**src/rtl/aes_key_sched_ctrl.sv**
```systemverilog
// AES-128 key schedule controller: streams round keys 0..10, one per cycle, using an external S-box.
// Optional macro AES_KEY_STORE_EN adds an 11-entry round-key store with a combinational read port.
module aes_key_sched_ctrl (
   input  logic         clk,
   input  logic         rst,
   input  logic         start,
   input  logic [127:0] key_in,
   output logic [31:0]  sw_in,
   input  logic [31:0]  sw_out,
   output logic         busy,
   output logic         rk_valid,
   output logic [3:0]   rk_round,
   output logic [127:0] rk_out,
   output logic         done
`ifdef AES_KEY_STORE_EN
   ,
   input  logic [3:0]   rd_idx,
   output logic [127:0] rd_key
`endif
);

   localparam logic [1:0] IDLE   = 2'd0;
   localparam logic [1:0] EXPAND = 2'd1;
   localparam logic [1:0] DONE   = 2'd2;

   localparam logic [3:0] LAST_ROUND = 4'd10;

   logic [1:0]   state;
   logic [3:0]   round_cnt;
   logic [127:0] key_reg;

   logic [3:0]   next_round;
   logic [31:0]  w0, w1, w2, w3;
   logic [31:0]  n0, n1, n2, n3;

   function automatic logic [7:0] rcon(input logic [3:0] r);
      case (r)
         4'd1:    rcon = 8'h01;
         4'd2:    rcon = 8'h02;
         4'd3:    rcon = 8'h04;
         4'd4:    rcon = 8'h08;
         4'd5:    rcon = 8'h10;
         4'd6:    rcon = 8'h20;
         4'd7:    rcon = 8'h40;
         4'd8:    rcon = 8'h80;
         4'd9:    rcon = 8'h1b;
         4'd10:   rcon = 8'h36;
         default: rcon = 8'h00;
      endcase
   endfunction

   // Word 0 (bit 0 in the big-endian key numbering) sits in the most significant 32 bits.
   assign w0 = key_reg[127:96];
   assign w1 = key_reg[95:64];
   assign w2 = key_reg[63:32];
   assign w3 = key_reg[31:0];

   assign sw_in      = {w3[23:0], w3[31:24]};
   assign next_round = round_cnt + 4'd1;

   assign n0 = w0 ^ sw_out ^ {rcon(next_round), 24'h000000};
   assign n1 = w1 ^ n0;
   assign n2 = w2 ^ n1;
   assign n3 = w3 ^ n2;

   // The key register doubles as the round-key output, so it holds its value whenever idle.
   always_ff @(posedge clk) begin
      if (rst) begin
         state     <= IDLE;
         round_cnt <= 4'd0;
         key_reg   <= '0;
      end else begin
         case (state)
            IDLE: begin
               if (start) begin
                  key_reg   <= key_in;
                  round_cnt <= 4'd0;
                  state     <= EXPAND;
               end
            end
            EXPAND: begin
               key_reg   <= {n0, n1, n2, n3};
               round_cnt <= next_round;
               if (next_round == LAST_ROUND) begin
                  state <= DONE;
               end
            end
            DONE: begin
               state <= IDLE;
            end
            default: begin
               state <= IDLE;
            end
         endcase
      end
   end

   // DONE is the cycle that presents round 10, so it still counts as a valid busy cycle.
   assign busy     = (state != IDLE);
   assign rk_valid = busy;
   assign done     = (state == DONE);
   assign rk_out   = key_reg;
   assign rk_round = round_cnt;

`ifdef AES_KEY_STORE_EN
   logic [127:0] key_store [0:10];

   always_ff @(posedge clk) begin
      if (rst) begin
         for (int i = 0; i < 11; i++) begin
            key_store[i] <= '0;
         end
      end else if (rk_valid && (rk_round <= LAST_ROUND)) begin
         key_store[rk_round] <= rk_out;
      end
   end

   always_comb begin
      rd_key = '0;
      if (rd_idx <= LAST_ROUND) begin
         rd_key = key_store[rd_idx];
      end
   end
`endif

endmodule

```
**config.mk**
```make
export PLATFORM = sky130hd
export DESIGN_NAME = aes_key_sched_ctrl
export DESIGN_NICKNAME = d
export VERILOG_FILES = /design/src/rtl/aes_key_sched_ctrl.sv
export SDC_FILE = /design/constraint.sdc
export NUM_CORES = 1
export LEC_CHECK = 0
export BUFFER_PORTS_ARGS = -buffer_cell sky130_fd_sc_hd__buf_4
export CAP_MARGIN = 10
export CORE_ASPECT_RATIO = 1.4
export CORE_UTILIZATION = 38
export CTS_CLUSTER_SIZE = 25
export DETAILED_ROUTE_END_ITERATION = 10
export PLACE_DENSITY = 0.64
export SETUP_SLACK_MARGIN = 0.2
export SYNTH_ARGS = -nofsm -noshare
export SYNTH_HDL_FRONTEND = slang
export SYNTH_SLANG_ARGS = --single-unit
```
**constraint.sdc**
```tcl
create_clock -name clk -period 7.5 [get_ports clk]
set_clock_uncertainty 0.15 [all_clocks]
set_input_delay 1.125 -clock clk [delete_from_list [all_inputs] [get_ports clk]]
set_output_delay 1.125 -clock clk [all_outputs]
set_load 0.05 [all_outputs]
```
After elaboration in Yosys (flattened, before gate mapping)
Memory sizes are Yosys's and may differ from the RTL's.
Index checks and enable logic that the tools add are counted.
- bits in registers: 134
- bits in read-only memories: 128
- output and inout bits: 167
- word-level logic and storage cells: 27
- memories kept: 1
- memories (memory ; words ; bits a word ; rd ports ; clocked after memory_dff ; wr ports ; RTL line ; source):
    (no name shown) ; 16 ; 8 ; 1 ; 0 ; 0 ; 37 ; case (r)
- add/subtract/negate cells: 1
- equality and inequality tests: 5
- muxes and demuxes: 7
- bitwise operators: 5
- reduce and logical (&&, ||, !) cells: 5
- operator list (kind ; count):
    case mux 128 bit (2 select lines) ; 1
    bitwise XOR 32 bit ; 5
    2-to-1 mux 128 bit ; 1
    case mux 4 bit (2 select lines) ; 1
    adder 4 x 1 -> 4 bit (second input constant) ; 1
    == test 4 bit (second input constant) ; 1
    2-to-1 mux 2 bit ; 2
    2-to-1 mux 4 bit ; 1
    inequality test 2 bit (second input constant) ; 2
    case mux 2 bit (2 select lines) ; 1
    AND reduction 2 bit ; 2
    nonzero test 2 bit ; 2
    == test 2 x 1 -> 1 bit (second input constant) ; 1
    == test 2 bit (second input constant) ; 1
    logical NOT 2 bit ; 1

Longest topological paths before layout
Gate-level depths: netlist (run 1).
An unclocked memory read counts as a cell.
- word-level depth: 7
- gate-level depth with buffers: 9

Worst setup path after synthesis (run 1)
OpenSTA, ideal clock, no wires.
- path kind: flip-flop to flip-flop
- start point: reg round_cnt[0], in the netlist rk_round[0]
- end point: reg key_reg[28], in the netlist rk_out[28]
- data arrival time: 2749 ps
- data required time: 7259 ps
- setup slack: 4510 ps
- cell stages (with the launch flop): 10
- clock period less this slack: 2990 ps
- path through: dfxtp_1 > buf_2 > inv_1 > ha_1 > and3b_4 > a32o_1 > a31oi_2 > xnor3_1 > or3_1 > a311oi_1
- longest elaborated chain between the ends: 7
- ends and longest elaborated chain (what ; RTL line ; source):
    start: declaration ; 29 ; logic [3:0] round_cnt;
    start signal: assignment ; 83 ; round_cnt <= next_round;
    adder 4 x 1 -> 4 bit ; 59 ; assign next_round = round_cnt + 4'd1;
    memory (16 x 8 bit) ; - ;
    bitwise XOR 32 bit ; 61 ; assign n0 = w0 ^ sw_out ^ {rcon(next_round), 24'h000000};
    bitwise XOR 32 bit ; 62 ; assign n1 = w1 ^ n0;
    bitwise XOR 32 bit ; 63 ; assign n2 = w2 ^ n1;
    bitwise XOR 32 bit ; 64 ; assign n3 = w3 ^ n2;
    case mux 128 bit (2 select lines) ; 73 ; case (state)
    end signal: assignment ; 76 ; key_reg <= key_in;
    end signal: assignment ; 82 ; key_reg <= {n0, n1, n2, n3};
    end: declaration ; 30 ; logic [127:0] key_reg;
No other way between the ends.
A chain may end at the register's enable or synchronous reset.

Worst setup path in the final report (run 1)
- start point: reg state[0]
- end point: out busy
- longest elaborated chain between the ends: 1
- ends and longest elaborated chain (what ; RTL line ; source):
    start: declaration ; 28 ; logic [1:0] state;
    start signal: assignment ; 69 ; state <= IDLE;
    start signal: assignment ; 78 ; state <= EXPAND;
    start signal: assignment ; 85 ; state <= DONE;
    nonzero test 2 bit ; 99 ; assign busy = (state != IDLE);
    end: declaration ; 10 ; output logic busy,
No other way between the ends.

==> out/qor.txt, run 1 <==
# hold bufs at CTS: 0
Reg-to-Reg Start: state[0]$_SDFFE_PP0P_
WHS: 356.3 ps
Buf+Inv Stages, Crit Path: 2
Final hold violations: 0
Main synth FF type: dfxtp_1
Critical path origin: state[0]$_SDFFE_PP0P_
Io pins: 330
FF-to-FF setup slack: 4250 ps
Met3 layer usage reported by global route: 6.455%
Die width: 126.5 µm
Clock Latency Late Sink: 430 ps
Storage cell area: 2686 µm²
Cts repair resizes: 0
Post-synth EDFFs: 0
Number of routed nets with antenna violations: 0
Worst min-delay path category: reg -> reg
CP top delay family: flip-flops
WL/cell: 19.80 µm
Largest net degree at the start of global routing: 93
Root Buffer: clkbuf_16
Min-delay src: rk_out[14]$_SDFFE_PP0P_
Sequential-to-total area share from yosys stat: 32.53%
Fin util: 52.57%
Fin cells: 1,568
Leakage power: 0.004804 µW
Global-route wire length before repair: 46.89 mm
CTS max path bufs: 2
Final min period: 3866 ps
RSZ-0062 raised after global routing: no
Total power: 2905 µW
Setup tns final: 0 ps
GRT busiest layer: met2
Max cap viols: 0
Crit path to: busy
Starting Density: 38.89%
Maximum VDD drop: 0.1675 mV
Via count: 8,695
CP Cell Sequence: inv_2, nand2_1, buf_4
Worst setup SP type: register
FP Rows: 63
Share of post-route cells with drive strength above 1: 29.51%
Post-CTS setup buffers: 0
Synthesized instance count: 1,056
WL final: 31.05 mm
Global-route track usage on met1: 29.12%
# DRC: 0
Initial antenna violation count: 0
Mapped Area: 8247 µm²
Worst path max stage delay: 940 ps
Yosys cell types: 62
Multi-input gate area: 4845 µm²
CP Max Fanout: 83
Status: finished clean
Area Overhead vs Synth: 35.17%
CP max stage cell: dfxtp_4
Critical setup path kind: reg -> out
Core area: 21,200 µm²
Drt pass-1 iters: 5
CP Capture Type: output pin
FILL cells: 2,106
Slew Limit Fails: 0
Power Dens Cells: 260.6 nW/µm²
PortBufs: 329
Dpl hpwl: 21.85 mm
CTS tree: done
Placed Cells: 1,536
GR Overflow Total: 0
Mapped Avg Cell Area: 7.809 µm²
Nets@finish: 1,463
Via-per-instance ratio: 5.545
CP Depth: 3
Post-synth ARST share: 0%
ANT cells: 0
Global placement routability congestion: 0.8611
Final setup fails: 0
Die ar.: 22,300 µm²
CTS clk-pin slew, worst paths: 70 ps
CTS Buf Count: 17
Reg2reg path depth: 6
Post-synthesis register bit count: 134
Worst EP arrival: 2590 ps
H-tree levels: 4
Initial drt markers: 658
CTS sink count: 134
Met2 Track Usage GR: 52.19%
Total track usage: 27.48%
Slew at the pin with the worst max-slew slack: 966.1 ps
Post-Syn Nets: 1,224
Max Fclk: 0.2587 GHz
Worst endpoint required time: 6220 ps
Syn. warnings: 0
Worst r2r dst: rk_out[101]$_SDFFE_PP0P_
Die Span Y: 176.3 µm
Vias in the first global route: 8,248
Final period utilization: 51.54%
Worst relative slew slack: 35.59%
power by group:
| part | leakage (µW) | switching [µW] | internal (µW) |
|---|---|---|---|
| Clock | 0.000287 | 339 | 524 |
| Sequential | 0.00112 | 109 | 796 |
| Combinational | 0.00340 | 732 | 404 |
| Total | 0.00480 | 1180 | 1730 |
cells by family after synthesis:
group / Yosys count / share of synthesized area [%]
DFF: 134 / 32.53
muxes: 1 / 0.1365
AOI/OAI and AO/OA: 364 / 30.24
buffers and inverters: 157 / 8.815
and+or+nand+nor: 288 / 14.72
adders and majority gates: 5 / 0.7586
xor gates and xnor gates: 107 / 12.81
layout by cell type, fill, tap and decap left out, drive strengths merged, types with 15 or more instances in the layout:
master	instances
a211oi	50
a21oi	57
a221oi	30
a32o	25
a32oi	16
buf	339
clkbuf	21
dfxtp	134
inv	39
nand2	92
nor2	142
nor2b	16
o21a	15
o21ai	102
o22ai	22
xnor2	69
xor2	30
worst reg2reg max path, cell delays in order, from the launching register on:
cell and delay, ps:
dfxtp_4 940, buf_4 850, o21ai_1 160, buf_4 260, nand2b_1 320, o21ai_0 150, a221o_1 310
layout make-up:
class / count / share of cell area [%]
clock buffer: 21 / 4.310
timing repair buffer: 339 / 22.83
clock inverter: 11 / 1.100
tap: 260 / 2.918
multi-input combinational: 765 / 43.46
inverter: 38 / 1.280
sequential: 134 / 24.10
metal layers:
metal / share of wire [%] / vias up
met5: 0 / -
met4: 2.6 / 0
met3: 7.2 / 45
met2: 54 / 329
met1: 37 / 4099
li1: - / 4222
registers in the layout, summed over array words and instances (netlist names):
signal    cells
rk_out      128
rk_round      4
state         2
per-stage QoR:
stage          cell area [µm²]  setup WS, ps
2_1_floorplan             8247          4510
3_3_place_gp             10540          3609
3_5_place_dp             10540          3425
4_1_cts                  11150          3581
5_1_grt                  11150          3450
6_report                 11150          3634
how the worst min path moves through the flow:
stage                              end  depth (start not counted)
5_1_grt        rk_out[14]$_SDFFE_PP0P_                          2
3_5_place_dp   rk_out[14]$_SDFFE_PP0P_                          2
6_report       rk_out[14]$_SDFFE_PP0P_                          2
4_1_cts        rk_out[11]$_SDFFE_PP0P_                          2
2_1_floorplan  rk_out[24]$_SDFFE_PP0P_                          2
3_3_place_gp   rk_out[11]$_SDFFE_PP0P_                          2
synthesized netlist by cell type (4+ instances only):
cell | number | area (µm²)
a32o_1 | 25 | 250.2
ha_1 | 5 | 62.56
nand3_1 | 10 | 50.05
inv_1 | 36 | 135.1
o21ai_0 | 100 | 500.5
a221oi_1 | 29 | 254.0
buf_4 | 33 | 247.7
nor2b_1 | 16 | 100.1
o22ai_1 | 22 | 137.6
dfxtp_1 | 134 | 2683
a311oi_1 | 4 | 35.03
a22oi_1 | 11 | 82.58
a21oi_1 | 57 | 285.3
a211oi_1 | 50 | 375.4
xor2_1 | 30 | 262.8
buf_1 | 11 | 41.29
buf_2 | 5 | 25.02
a32oi_1 | 16 | 140.1
xnor3_1 | 7 | 157.7
a221o_1 | 7 | 70.07
xnor2_1 | 68 | 595.6
nor2_1 | 142 | 533.0
clkbuf_1 | 69 | 259.0
nor3_1 | 6 | 30.03
o21a_1 | 15 | 112.6
nand2_1 | 92 | 345.3
No activity file was read; power rests on OpenSTA's default activity.
==> run 2: changes to the inputs <==
Settings changed: PLACE_DENSITY 0.64 to 0.67.
Clock period 7.5 ns to 3.25 ns, I/O delays scaled along.
==> run 2 against run 1 <==
First-iteration DRC count shrank 9.0%. Sequential cell count is the same. Register-to-register slack lost 3900 ps. Worst setup slack lost 3300 ps. Global-route usage grew 0.30 points. Power grew 130%. Critical path depth grew 4. Core utilization grew 0.49 points. Largest power group unchanged.
==> out/qor.txt, run 2 (synthesis results as in run 1) <==
Vias in the first global route: 8,364 (+1.4%)
Final setup fails: 0 (unchanged)
CP Cell Sequence: ha_2, and3b_4, a32o_1, a31oi_2, xnor3_1, or3_1, a311oi_1
# DRC: 0 (unchanged)
Post-route setup slack: 368.0 ps (-3266 ps)
ANT cells: 0 (unchanged)
Switching Share: 41.35% (+0.73 points)
Commonest non-fill, non-tap cell in the layout: buf_4
Worst hold stages: 2 (unchanged)
Worst EP arrival: 3060 ps (+470 ps)
Worst min-delay path category: in -> reg
Total power: 6685 µW (+130%)
Most frequent cells in the layout: 350 x buf_4, 141 x nor2_1, 132 x dfxtp_1
GR Overflow Total: 0 (unchanged)
Core area: 21,200 µm² (unchanged)
CP Capture Type: register
CP max stage cell: dfxtp_1
Largest net degree at the start of global routing: 78 (-16%)
Die width: 126.5 µm (unchanged)
Nets@finish: 1,476 (+0.89%)
Initial antenna violation count: 0 (unchanged)
CTS max path bufs: 2 (unchanged)
Area Overhead vs Synth: 36.43%
Final hold violations: 0 (unchanged)
Starting Density: 38.89% (unchanged)
Max Fclk: 0.3470 GHz
FP Rows: 63 (unchanged)
Post-CTS setup buffers: 0 (unchanged)
CTS tree: done
Status: finished clean
FILL cells: 2,087 (-0.90%)
CP Max Fanout: 13 (-84%)
Share of post-route cells with drive strength above 1: 30.28% (+0.77 points)
Global-route wire length before repair: 47.31 mm (+0.91%)
Worst relative slew slack: 35.08% (-0.52 points)
WL/cell: 20.03 µm (+1.2%)
Clock Latency Late Sink: 420 ps (about the same)
Slew at the pin with the worst max-slew slack: 973.9 ps (+7.776 ps)
Psw: 2764 µW (+130%)
H-tree levels: 4 (unchanged)
Comb pwr share: 39.9% (+0.8 points)
Number of routed nets with antenna violations: 0 (unchanged)
Setup tns final: 0 ps (unchanged)
Int Power: 3921 µW (+130%)
Slew Limit Fails: 0 (unchanged)
Max cap viols: 0 (unchanged)
Reg2reg path depth: 7 (+1)
Global placement routability congestion: 0.8805 (+2.3%)
Via-per-instance ratio: 5.615 (+1.3%)
Register share of total power: 31.0% (-0.2 points)
Worst path max stage delay: 550 ps (-390 ps)
CTS Buf Count: 17 (unchanged)
RSZ-0062 raised after global routing: no
Total track usage: 27.78% (+0.30 points)
Leakage power: 0.004869 µW (+1.3%)
Drt pass-1 iters: 7 (+2)
CTS sink count: 134 (unchanged)
CTS clk-pin slew, worst paths: 60 ps (about the same)
WL final: 31.67 mm (+2.0%)
Worst setup SP type: register
Critical setup path kind: reg -> reg
Final period utilization: 88.68%
Max reg flops: 128 (unchanged)
Root Buffer: clkbuf_16
Power Dens Cells: 594.2 nW/µm² (+130%)
PortBufs: 329 (unchanged)
Dpl hpwl: 23.18 mm (+6.1%)
Io pins: 330 (unchanged)
Die Span Y: 176.3 µm (unchanged)
Die ar.: 22,300 µm² (unchanged)
Via count: 8,878 (+2.1%)
Worst endpoint required time: 3430 ps (-2790 ps)
Clock power frac: 29.1% (-0.6 points)
Maximum VDD drop: 0.3660 mV (+120%)
Place WS: 300.6 ps (-3124 ps)
Final min period: 2882 ps
Initial drt markers: 599 (-9.0%)
## run 2: final cells by class
cell class / count / area (µm²) / area share, %
clock buffer: 18 / 429.2 / 3.815
clock inverter: 14 / 151.4 / 1.346
sequential: 134 / 2688 / 23.89
inverter: 38 / 142.6 / 1.268
tap: 260 / 325.3 / 2.891
timing repair buffer: 352 / 2668 / 23.71
multi-input combinational: 765 / 4847 / 43.08
## run 2: worst paths after layout
check / startpoint / to / slack, ps
setup / recovery: rk_round[1]$_SDFFE_PP0P_ / rk_out[28]$_SDFFE_PP0P_ / 370
setup reg to reg: rk_round[1]$_SDFFE_PP0P_ / rk_out[28]$_SDFFE_PP0P_ / 370
hold / removal: key_in[101] / rk_out[101]$_SDFFE_PP0P_ / 140
hold reg to reg: rk_out[12]$_SDFFE_PP0P_ / rk_out[12]$_SDFFE_PP0P_ / 360
## run 2: critical path: cells and delay by family, from the launching register on
kind                     cells  cell delay, ps
AO/OA/AOI/OAI                3             740
AND/OR/NAND/NOR              2             560
flip-flops                   1             550
adder cells (fa/ha/maj)      1             400
XOR/XNOR                     1             400
## run 2: routing by layer
metal  share of wire [%]  wire length, µm  global-route usage [%]  up-vias
met3                 6.5             2060                   6.545       50
met5                   0                0                       0        -
met1                  37            11820                   29.54     4219
li1                    -                -                       -     4247
met4                 4.1             1300                   13.35        0
met2                  52            16490                   51.22      362
## run 2: through the flow
stage          utilization, %  instances  cell area, µm²  hold slack [ps]
2_1_floorplan               -       1056            8247            476.5
3_3_place_gp            50.30       1549           10670            342.3
3_5_place_dp            50.30       1549           10670            348.8
4_1_cts                 53.04       1581           11250            130.0
5_1_grt                 53.06       1581           11250            132.0
6_report                53.06       1581           11250            142.3
## run 2: power by group through the flow
stage / sequential [µW] / clock, µW / combinational [µW]
final: 2080 / 1950 / 2660
after global routing: 2100 / 2050 / 2830
after CTS: 2070 / 1980 / 2680
after detailed placement: 2110 / 0 / 2680
after global placement: 2100 / 0 / 2660
after floorplan: 2700 / 0 / 1220
## run 2: what timing repair did
action,in CTS,in global routing
hold buffers,0,0
endpoints found under the setup margin,0,3
gates resized for setup,0,2
==> run 3: changes to the inputs <==
Settings changed: CTS_BUF_LIST from default to sky130_fd_sc_hd__clkbuf_8.
==> run 3 against run 2 <==
Sequential share of layout area increased by 0.41 points. Clock-buffer cell count decreased by 1. Global-route usage about the same. Die area unchanged. Sequential power about the same. Final area decreased by 1.7%. Largest power group unchanged. Highest routed layer unchanged. Register-to-register slack about the same. Sequential cell count unchanged. Hold slack got worse by 19 ps.
==> out/qor.txt, run 3 (synthesis results as in run 1) <==
Cts repair resizes: 0 (unchanged)
Worst r2r dst: rk_out[28]$_SDFFE_PP0P_
Via-per-instance ratio: 5.603 (-0.21%)
Share of post-route cells with drive strength above 1: 30.28% (unchanged)
CP Cell Sequence: ha_2, and3b_4, a32o_1, a31oi_2, xnor3_1, or3_1, a311oi_1
Nets@finish: 1,476 (unchanged)
# DRC: 0 (unchanged)
H-tree levels: 4 (unchanged)
Power Dens Cells: 557.8 nW/µm² (-6.1%)
CTS max path bufs: 2 (unchanged)
Worst path max stage delay: 550 ps (about the same)
Final period utilization: 88.66% (about the same)
RSZ-0062 raised after global routing: no
Max Fclk: 0.3470 GHz (about the same)
Critical path origin: rk_round[1]$_SDFFE_PP0P_
CTS sink count: 134 (unchanged)
Post-CTS setup buffers: 0 (unchanged)
Number of routed nets with antenna violations: 0 (unchanged)
Global-route wire length before repair: 47.42 mm (+0.22%)
Initial drt markers: 648 (+8.2%)
Drt pass-1 iters: 5 (-2)
FF-to-FF setup slack: 370 ps (about the same)
WL/cell: 20.04 µm (about the same)
PortBufs: 329 (unchanged)
Fin cells: 1,581 (unchanged)
Reg-to-Reg Start: rk_round[1]$_SDFFE_PP0P_
Global placement routability congestion: 0.8805 (unchanged)
Most frequent cells in the layout: 350 x buf_4, 141 x nor2_1, 132 x dfxtp_1
Place WS: 300.6 ps (unchanged)
Maximum VDD drop: 0.2527 mV (-31%)
Buf+Inv Stages, Crit Path: 0 (unchanged)
Final min period: 2882 ps (-0.4480 ps)
Initial antenna violation count: 0 (unchanged)
Final hold violations: 0 (unchanged)
Io pins: 330 (unchanged)
Die ar.: 22,300 µm² (unchanged)
Slew Limit Fails: 0 (unchanged)
Starting Density: 38.89% (unchanged)
Worst relative slew slack: 35.05% (about the same)
Core area: 21,200 µm² (unchanged)
Die width: 126.5 µm (unchanged)
CTS clk-pin slew, worst paths: 80 ps (+20 ps)
Reg2reg path depth: 7 (unchanged)
Status: finished clean
Slew at the pin with the worst max-slew slack: 974.2 ps (+0.3117 ps)
CP Depth: 7 (unchanged)
Worst endpoint required time: 3450 ps (+20 ps)
Area Overhead vs Synth: 34.11%
Max reg flops: 128 (unchanged)
Worst min-delay path category: in -> reg
Setup tns final: 0 ps (unchanged)
Hold path endpoint: rk_out[97]$_SDFFE_PP0P_
# hold bufs at CTS: 0 (unchanged)
Worst setup SP type: register
CTS tree: done
Clock Latency Late Sink: 440 ps (+20 ps)
CP top delay family: compound AO/OA/AOI/OAI gates
Total track usage: 27.82% (+0.033 points)
GR Overflow Total: 0 (unchanged)
Max cap viols: 0 (unchanged)
Dpl hpwl: 23.18 mm (unchanged)
Worst hold stages: 2 (unchanged)
Vias in the first global route: 8,346 (-0.22%)
WL final: 31.69 mm (about the same)
Largest net degree at the start of global routing: 78 (unchanged)
Commonest non-fill, non-tap cell in the layout: buf_4
Via count: 8,859 (-0.21%)
Root Buffer: clkbuf_8
Post-route setup slack: 368.5 ps (+0.4480 ps)
Die Span Y: 176.3 µm (unchanged)
ANT cells: 0 (unchanged)
Leakage power: 0.004786 µW (-1.7%)
Min-delay src: key_in[97]
CP Capture Type: register
CTS Buf Count: 17 (unchanged)
CP max stage cell: dfxtp_1
Worst EP arrival: 3080 ps (+20 ps)
Critical setup path kind: reg -> reg
CP Max Fanout: 13 (unchanged)
Placed Cells: 1,549 (unchanged)
Final setup fails: 0 (unchanged)
FP Rows: 63 (unchanged)
## run 3: changes by cell type in the layout (fill, tap and decap cells not counted)
cell	previous run	this run
inv_1	36	37
clkbuf_8	0	17
clkbuf_16	17	0
clkbuf_1	1	0
## run 3: metrics by stage
step	instance area [µm²]	util (%)	power, µW	hold WS, ps
2_1_floorplan	8247	-	3927	476.5
3_5_place_dp	10670	50.30	4783	348.8
5_1_grt	11060	52.16	6458	85.48
6_report	11060	52.16	6169	123.6
4_1_cts	11060	52.14	6218	89.01
3_3_place_gp	10670	50.30	4755	342.3
## run 3: worst register-to-register path: cells and delay by family, from the launching register on
family                     cells  cell delay (ps)
AOI/OAI and AO/OA              3              740
and+or+nand+nor                2              560
DFF                            1              550
xor gates and xnor gates       1              400
adders and majority gates      1              390
## run 3: layer usage
| metal | wire length [µm] | global-route usage, % |
|---|---|---|
| met1 | 11660 | 29.33 |
| met2 | 16930 | 52.51 |
| met3 | 2099 | 6.545 |
| met4 | 998 | 11.35 |
| met5 | 0 | 0 |
## run 3: worst max-delay path by stage
stage	end	slack, ps
after floorplan	rk_out[28]$_SDFFE_PP0P_	260
after global placement	rk_out[28]$_SDFFE_PP0P_	340
after detailed placement	rk_out[28]$_SDFFE_PP0P_	300
after CTS	rk_out[28]$_SDFFE_PP0P_	250
after global routing	rk_out[28]$_SDFFE_PP0P_	210
final	rk_out[28]$_SDFFE_PP0P_	370
## run 3: area by class of cell
type / instances / area (µm²)
Clock buffer: 17 / 234.0
Sequential cell: 134 / 2688
Fill cell: 2103 / 10140
Timing Repair Buffer: 352 / 2668
Tap cell: 260 / 325.3
Inverter: 38 / 142.6
Multi-Input combinational cell: 765 / 4847
Clock inverter: 15 / 155.1
## run 3: power by group
group | switching [µW] | leakage, µW | total (µW) | internal (µW)
Combinational | 1720 | 0.00347 | 2660 | 946
Sequential | 238 | 0.00112 | 2070 | 1840
Clock | 745 | 0.000198 | 1430 | 686
Total | 2700 | 0.00479 | 6170 | 3470
